`src/rtl/mem_initiator.sv`:
```
// Requester-side master for the single-word RAM strobe/ready handshake.
// Holds one request in flight and answers with a one-cycle response pulse.
module mem_initiator #(
    parameter int unsigned TIMEOUT = 16,
    parameter int unsigned TW      = 5
) (
    input  logic        clk,
    input  logic        rst,
    input  logic        req_valid,
    output logic        req_ready,
    input  logic        req_we,
    input  logic [31:0] req_addr,
    input  logic [31:0] req_wdata,
    output logic        resp_valid,
    output logic [31:0] resp_rdata,
    output logic [1:0]  resp_fault,
    output logic        busy,
    output logic [31:0] r_addr,
    output logic [31:0] w_addr,
    output logic [31:0] w_line,
    output logic        read,
    output logic        write,
    input  logic [31:0] r_line,
    input  logic        rrdy,
    input  logic        wrdy,
    input  logic        exc
);

    typedef enum logic [1:0] {
        IDLE  = 2'd0,
        ISSUE = 2'd1,
        WAIT  = 2'd2,
        RESP  = 2'd3
    } state_t;

    localparam logic [1:0] F_OK      = 2'd0;
    localparam logic [1:0] F_EXC     = 2'd1;
    localparam logic [1:0] F_TIMEOUT = 2'd2;

    state_t state;
    state_t state_nxt;

    logic [TW-1:0] cnt;
    logic [TW-1:0] cnt_nxt;

    logic        read_nxt;
    logic        write_nxt;
    logic [31:0] r_addr_nxt;
    logic [31:0] w_addr_nxt;
    logic [31:0] w_line_nxt;
    logic        resp_valid_nxt;
    logic [31:0] resp_rdata_nxt;
    logic [1:0]  resp_fault_nxt;
    logic        busy_nxt;

    logic done;
    logic tmo;

    // The write strobe itself records the direction of the request in flight.
    assign done = write ? wrdy : rrdy;
    assign tmo  = (cnt == TW'(TIMEOUT - 1));

    assign req_ready = (state == IDLE);

    always_ff @(posedge clk or posedge rst) begin
        if (rst) begin
            state <= IDLE;
        end else begin
            state <= state_nxt;
        end
    end

    always_comb begin
        state_nxt = state;
        unique case (state)
            IDLE: begin
                if (req_valid) begin
                    state_nxt = ISSUE;
                end
            end
            ISSUE: begin
                state_nxt = WAIT;
            end
            WAIT: begin
                if (done || exc || tmo) begin
                    state_nxt = RESP;
                end
            end
            RESP: begin
                state_nxt = IDLE;
            end
            default: begin
                state_nxt = IDLE;
            end
        endcase
    end

    always_comb begin
        read_nxt       = read;
        write_nxt      = write;
        r_addr_nxt     = r_addr;
        w_addr_nxt     = w_addr;
        w_line_nxt     = w_line;
        resp_valid_nxt = 1'b0;
        resp_rdata_nxt = resp_rdata;
        resp_fault_nxt = resp_fault;
        cnt_nxt        = cnt;
        busy_nxt       = (state_nxt != IDLE);
        unique case (state)
            IDLE: begin
                if (req_valid) begin
                    if (req_we) begin
                        w_addr_nxt = req_addr;
                        w_line_nxt = req_wdata;
                        write_nxt  = 1'b1;
                        read_nxt   = 1'b0;
                    end else begin
                        r_addr_nxt = req_addr;
                        read_nxt   = 1'b1;
                        write_nxt  = 1'b0;
                    end
                end
            end
            ISSUE: begin
                // exc may still be left over from an earlier fault here.
                cnt_nxt = '0;
            end
            WAIT: begin
                if (done) begin
                    read_nxt       = 1'b0;
                    write_nxt      = 1'b0;
                    resp_valid_nxt = 1'b1;
                    resp_rdata_nxt = write ? 32'd0 : r_line;
                    resp_fault_nxt = F_OK;
                end else if (exc) begin
                    read_nxt       = 1'b0;
                    write_nxt      = 1'b0;
                    resp_valid_nxt = 1'b1;
                    resp_rdata_nxt = 32'd0;
                    resp_fault_nxt = F_EXC;
                end else if (tmo) begin
                    read_nxt       = 1'b0;
                    write_nxt      = 1'b0;
                    resp_valid_nxt = 1'b1;
                    resp_rdata_nxt = 32'd0;
                    resp_fault_nxt = F_TIMEOUT;
                end else begin
                    cnt_nxt = cnt + TW'(1);
                end
            end
            RESP: begin
                resp_valid_nxt = 1'b0;
            end
            default: begin
                read_nxt  = 1'b0;
                write_nxt = 1'b0;
            end
        endcase
    end

    always_ff @(posedge clk or posedge rst) begin
        if (rst) begin
            read       <= 1'b0;
            write      <= 1'b0;
            r_addr     <= 32'd0;
            w_addr     <= 32'd0;
            w_line     <= 32'd0;
            resp_valid <= 1'b0;
            resp_rdata <= 32'd0;
            resp_fault <= F_OK;
            busy       <= 1'b0;
            cnt        <= '0;
        end else begin
            read       <= read_nxt;
            write      <= write_nxt;
            r_addr     <= r_addr_nxt;
            w_addr     <= w_addr_nxt;
            w_line     <= w_line_nxt;
            resp_valid <= resp_valid_nxt;
            resp_rdata <= resp_rdata_nxt;
            resp_fault <= resp_fault_nxt;
            busy       <= busy_nxt;
            cnt        <= cnt_nxt;
        end
    end

endmodule

```
`config.mk`:
```
export PLATFORM = sky130hd
export DESIGN_NAME = mem_initiator
export DESIGN_NICKNAME = d
export VERILOG_FILES = /design/src/rtl/mem_initiator.sv
export SDC_FILE = /design/constraint.sdc
export NUM_CORES = 1
export LEC_CHECK = 0
export ABC_AREA = 1
export CAP_MARGIN = 20
export CELL_PAD_IN_SITES_DETAIL_PLACEMENT = 0
export CELL_PAD_IN_SITES_GLOBAL_PLACEMENT = 2
export CORE_MARGIN = 2
export CORE_UTILIZATION = 35
export CTS_CLUSTER_DIAMETER = 60
export DETAILED_ROUTE_END_ITERATION = 12
export DONT_BUFFER_PORTS = 1
export GPL_ROUTABILITY_DRIVEN = 0
export HOLD_SLACK_MARGIN = 0.1
export PLACE_DENSITY = 0.78
export SYNTH_ARGS = -nofsm -noshare
export SYNTH_HDL_FRONTEND = slang
export SYNTH_SLANG_ARGS = --single-unit
```
`constraint.sdc`:
```
create_clock -name clk -period 9.9 [get_ports clk]
set_input_delay 1.98 -clock clk [delete_from_list [all_inputs] [get_ports clk]]
set_output_delay 1.98 -clock clk [all_outputs]
set_load 0.01 [all_outputs]
```
**Word level (Yosys, flattened, before mapping)**

Index checks and enable logic that the tools add are counted.

- $add $sub $neg: 1
- Equal/unequal tests: 9
- Muxes and demuxes: 28
- Bitwise gates (word level): 1
- Reduce and logical (&&, ||, !) cells: 12

Operator list:

| operator | count |
|---|---|
| 32-bit 2-to-1 mux | 4 |
| 5-bit 2-to-1 mux | 3 |
| 1-bit 2-to-1 mux | 12 |
| 2-bit 2-to-1 mux | 5 |
| 5-bit case mux with 2 select lines | 1 |
| 3-bit AND reduction | 3 |
| 2-bit != test (second input constant) | 4 |
| 2-bit case mux with 4 select lines | 1 |
| 2-bit nonzero test | 3 |
| 5-bit by 1-bit adder with 5-bit output (second input constant) | 1 |
| 5-bit by 4-bit equality test with 1-bit output (second input constant) | 1 |
| 2-bit equality test (second input constant) | 2 |
| 4-bit != test (second input constant) | 1 |
| 1-bit case mux with 2 select lines | 2 |
| 4-bit AND reduction | 1 |
| 3-bit nonzero test | 1 |
| 2-bit by 1-bit equality test with 1-bit output (second input constant) | 1 |
| 2-bit zero test | 1 |
| 1-bit logical OR | 2 |
| 2-bit AND reduction | 1 |
| 1-bit inverter | 1 |

- Register bits after elaboration: 141
- Word-level logic and storage cells: 62

**Logic depth before layout (Yosys ltp)**

- Depth after elaboration: 6
- Gate-level depth with buffers: 10
- Depth with buffers taken out: 10

**Worst setup path before layout**

No wires, ideal clock.

- Kind: input port to flip-flop
- Start: input req_we
- End: register w_line[10]
- Library setup time: 0.125 ns
- Arrival time: 2.588 ns
- Data required time: 9.775 ns
- Path slack: 7.187 ns
- Stages on the path: 3
- Path buffers: 1
- Cells stage by stage: nand3_2 buf_6 mux2_4

- Longest elaborated chain between the ends: 1

RTL lines:

| what | RTL line | source |
|---|---|---|
| start: declaration | 11 | `input logic req_we,` |
| 3-bit AND reduction (no source line) | - |  |
| end signal: assignment | 178 | `w_line <= w_line_nxt;` |
| end: declaration | 20 | `output logic [31:0] w_line,` |

Every way passes these cells.
A chain may end at the register's enable or synchronous reset.

**Final worst setup path**

- Start: register state[1]
- End: output req_ready

- Longest elaborated chain between the ends: 1

RTL lines:

| what | RTL line | source |
|---|---|---|
| start: declaration | 40 | `state_t state;` |
| start signal: assignment | 69 | `state <= state_nxt;` |
| 2-bit zero test | 63 | `assign req_ready = (state == IDLE);` |
| end: declaration | 10 | `output logic req_ready,` |

Every way passes these cells.

==> impl_summary.txt <==
----------------------------------------------------
[Drt]
  DRC Markers ... 0
  DR pass1 iterations ... 4
  Detailed Route Iter0 Violations ... 164
  Vias ... 3625
  Final routed wire length divided by cell count ... 16.99 microns
  Number of routed nets with antenna violations ... 0
  DR vias/cell ... 4.776
  Wire length reported by the detailed router ... 12890 microns

[CTS]
  CTS buffer count ... 17
  Clock tree from TritonCTS ... done
  Post-cts gate resize count ... 0
  Hold buffer count at CTS ... 0
  Root buffer selected by CTS ... sky130_fd_sc_hd__clkbuf_16
  Count of H-tree levels built during CTS ... 4
  Setup bufs post-CTS ... 0
  Sink Count ... 141
  Worst-Skew Late Latency ... 0.42 ns
  Maximum root-to-sink buffer count ... 2
  CTS clk-pin slew, worst paths ... 0.06 ns

[Synth]
  Cell area after technology mapping ... 0.005654 sq mm
  Warnings from Yosys ... 0
  Post-synth cell types ... 21
  Synthesized netlist net count ... 643
  Mean instance size in the synthesized netlist ... 10.57 sq um
  Count of state elements after synthesis ... 141
  Post-Syn Instances ... 535
  Register area share after synthesis ... 62.40%

[Global route]
  Met2 track demand over resource in global routing ... 24.88%
  First-pass GRT wire length ... 21160 microns
  Number of global-route vias before repair ... 3845
  Antenna violations before repair ... 0
  Met1 Use GR ... 17.72%
  Maximum number of pins on one net before global-route repair ... 92
  Global route total overflow ... 0
  Global-route usage over all layers ... 15.65%
  GRT met3 Usage ... 8.063%
  GRT busiest layer ... met2

[STA]
  Shortest clock period the worst path allows after layout ... 3.342 ns
  Tightest Pin Transition ... 1.096 ns
  Post-route fraction of the period consumed by the critical path ... 33.75%
  Setup-violating endpoint count in the final report ... 0
  RSZ-0062 raised after global routing ... no
  TNS Setup ... 0 ns
  Final number of hold-violating endpoints ... 0
  Final clock skew ... 0.005303 ns
  Max_slew headroom ... 26.92%
  Achievable clock frequency ... 299.3 MHz
  Number of max-slew violations in the final report ... 0

[Worst setup path]
  Required time at the worst-slack endpoint ... 7.92 ns
  Critical path capture point type ... output pin
  Origin of the worst setup path ... state[1]$_DFF_PP0_
  Type of the worst setup path ... flip-flop to output pin
  Largest driver fanout on the critical path ... 9
  Setup crit start kind ... flip-flop
  Critical register-to-register path startpoint ... state[0]$_DFF_PP0_
  CP arrival ... 1.36 ns

[Job]
  Max-cap viol count ... 0

[Power and ir drop]
  Peak supply drop ... 0.0001138 V
  Static Leakage ... 3.306 nW
  Power density over cell area ... 354.1 mW/mm^2

[Floorplan]
  Row count ... 46
  IO Count ... 238
  Die footprint ... 0.01719 sq mm
  Die span in y ... 131.1 microns
  Initial standard-cell utilization of the core ... 35.72%
  Core outline area ... 0.01583 sq mm
  Width of the chip ... 131.1 microns

[Placed design]
  Placed Cells ... 728
  # port buffers ... 0
  Post-DP HPWL ... 8930 microns

[Run status]
  Outcome ... complete, no violations

[Layout]
  Area added between synthesis and finish ... 12.72%
  Fraction of layout instances using a drive strength above 1 ... 13.08%
  Number of nets in the layout ... 639
  Antenna diode count ... 0
  Fin cells ... 759

[Min path]
  Startpoint of the lowest-slack hold path ... cnt[4]$_DFFE_PP0P_
  Hold/Removal Path Class ... flip-flop to flip-flop

----------------------------------------------------
[cell usage after synthesis, drive strengths merged]
| cell | instances | area [sq um] |
|---|---|---|
| nand2 | 156 | 588.1 |
| dfrtp | 141 | 3528 |
| o21ai | 65 | 325.3 |
| inv | 52 | 195.2 |
| nand3 | 42 | 220.2 |
| mux2 | 32 | 480.5 |
| buf | 15 | 127.6 |
| clkbuf | 12 | 45.04 |
| ha | 5 | 62.56 |
| nor2 | 5 | 18.77 |
| nand4 | 4 | 25.02 |
| a21oi | 2 | 10.01 |
| a31oi | 1 | 6.260 |
| nor3b | 1 | 7.510 |
| o21a | 1 | 7.510 |
| o22ai | 1 | 6.260 |
[registers in the layout (all words and copies together), names as in the netlist]
signal	count
busy	1
resp_valid	1
write	1
state	2
r_addr	32
read	1
resp_fault	2
resp_rdata	32
cnt	5
w_addr	32
w_line	32
[cell type report]
| cell class | instances | area, sq um |
|---|---|---|
| Multi-Input combinational cell | 315 | 1765 |
| Sequential cell | 141 | 3528 |
| Timing Repair Buffer | 4 | 42.54 |
| Clock buffer | 19 | 452.9 |
| Inverter | 52 | 200.2 |
| Tap cell | 216 | 270.3 |
| Fill cell | 1540 | 9454 |
| Clock inverter | 12 | 113.9 |
[power breakdown]
part,internal [W],switching [W]
logic,0.000215,0.000248
registers,0.000846,0.000341
clock network,0.000359,0.000249
[placed cells by master, fill, tap and decap left out, types with 2 or more instances in the layout]
| master | count |
|---|---|
| sky130_fd_sc_hd__inv_6 | 4 |
| sky130_fd_sc_hd__nor2_1 | 5 |
| sky130_fd_sc_hd__inv_1 | 51 |
| sky130_fd_sc_hd__clkinv_4 | 2 |
| sky130_fd_sc_hd__o21ai_1 | 12 |
| sky130_fd_sc_hd__clkinvlp_4 | 4 |
| sky130_fd_sc_hd__buf_4 | 3 |
| sky130_fd_sc_hd__clkbuf_8 | 2 |
| sky130_fd_sc_hd__nand3_1 | 40 |
| sky130_fd_sc_hd__clkbuf_16 | 17 |
| sky130_fd_sc_hd__clkinv_2 | 2 |
| sky130_fd_sc_hd__dfrtp_1 | 141 |
| sky130_fd_sc_hd__mux2_4 | 32 |
| sky130_fd_sc_hd__nand4_1 | 4 |
| sky130_fd_sc_hd__o21ai_0 | 53 |
| sky130_fd_sc_hd__a21oi_1 | 2 |
| sky130_fd_sc_hd__nand2_1 | 155 |
| sky130_fd_sc_hd__ha_1 | 5 |
[metrics by stage]
stage	util, %	cell area [sq um]	power, W	worst slack, ns	hold slack (ns)
final	40.27	6374	0.002257	6.558	0.4997
after global routing	40.27	6374	0.002418	6.459	0.5568
after CTS	40.27	6374	0.002291	6.515	0.5018
after detailed placement	36.69	5807	0.001671	6.402	0.4879
after global placement	36.56	5787	0.001640	6.413	0.4857
after floorplan	-	5654	0.001521	4.139	0.4687
[cell families after synthesis]
kind of cell	synth area share [%]
AOI/OAI and AO/OA	6.285
and+or+nand+nor	15.20
DFF	62.40
adders and majority gates	1.106
buffers and inverters	6.506
muxes	8.497
[worst paths after layout]
path / slack (ns) / end / cells after the start
max: 6.56 / req_ready / 2
min: 0.50 / cnt[4]$_DFFE_PP0P_ / 2
max reg2reg: 7.47 / w_line[24]$_DFFE_PP0P_ / 5
min reg2reg: 0.50 / cnt[4]$_DFFE_PP0P_ / 2
max in group asynchronous: 7.07 / r_addr[3]$_DFFE_PP0P_ / 2
min in group asynchronous: 1.53 / state[1]$_DFF_PP0_ / 1
[per-layer routing]
metal  vias up  wire (microns)
li1       1704               -
met1      1720            5099
met2       181            6021
met3        20            1511
met4         0             261
met5         -               0
[critical path, cell delays in order, from the launching register on]
cell	delay (ns)
sky130_fd_sc_hd__dfrtp_1	0.39
sky130_fd_sc_hd__inv_1	0.10
sky130_fd_sc_hd__ha_1	0.46
Power figures use the tool's default switching activity.
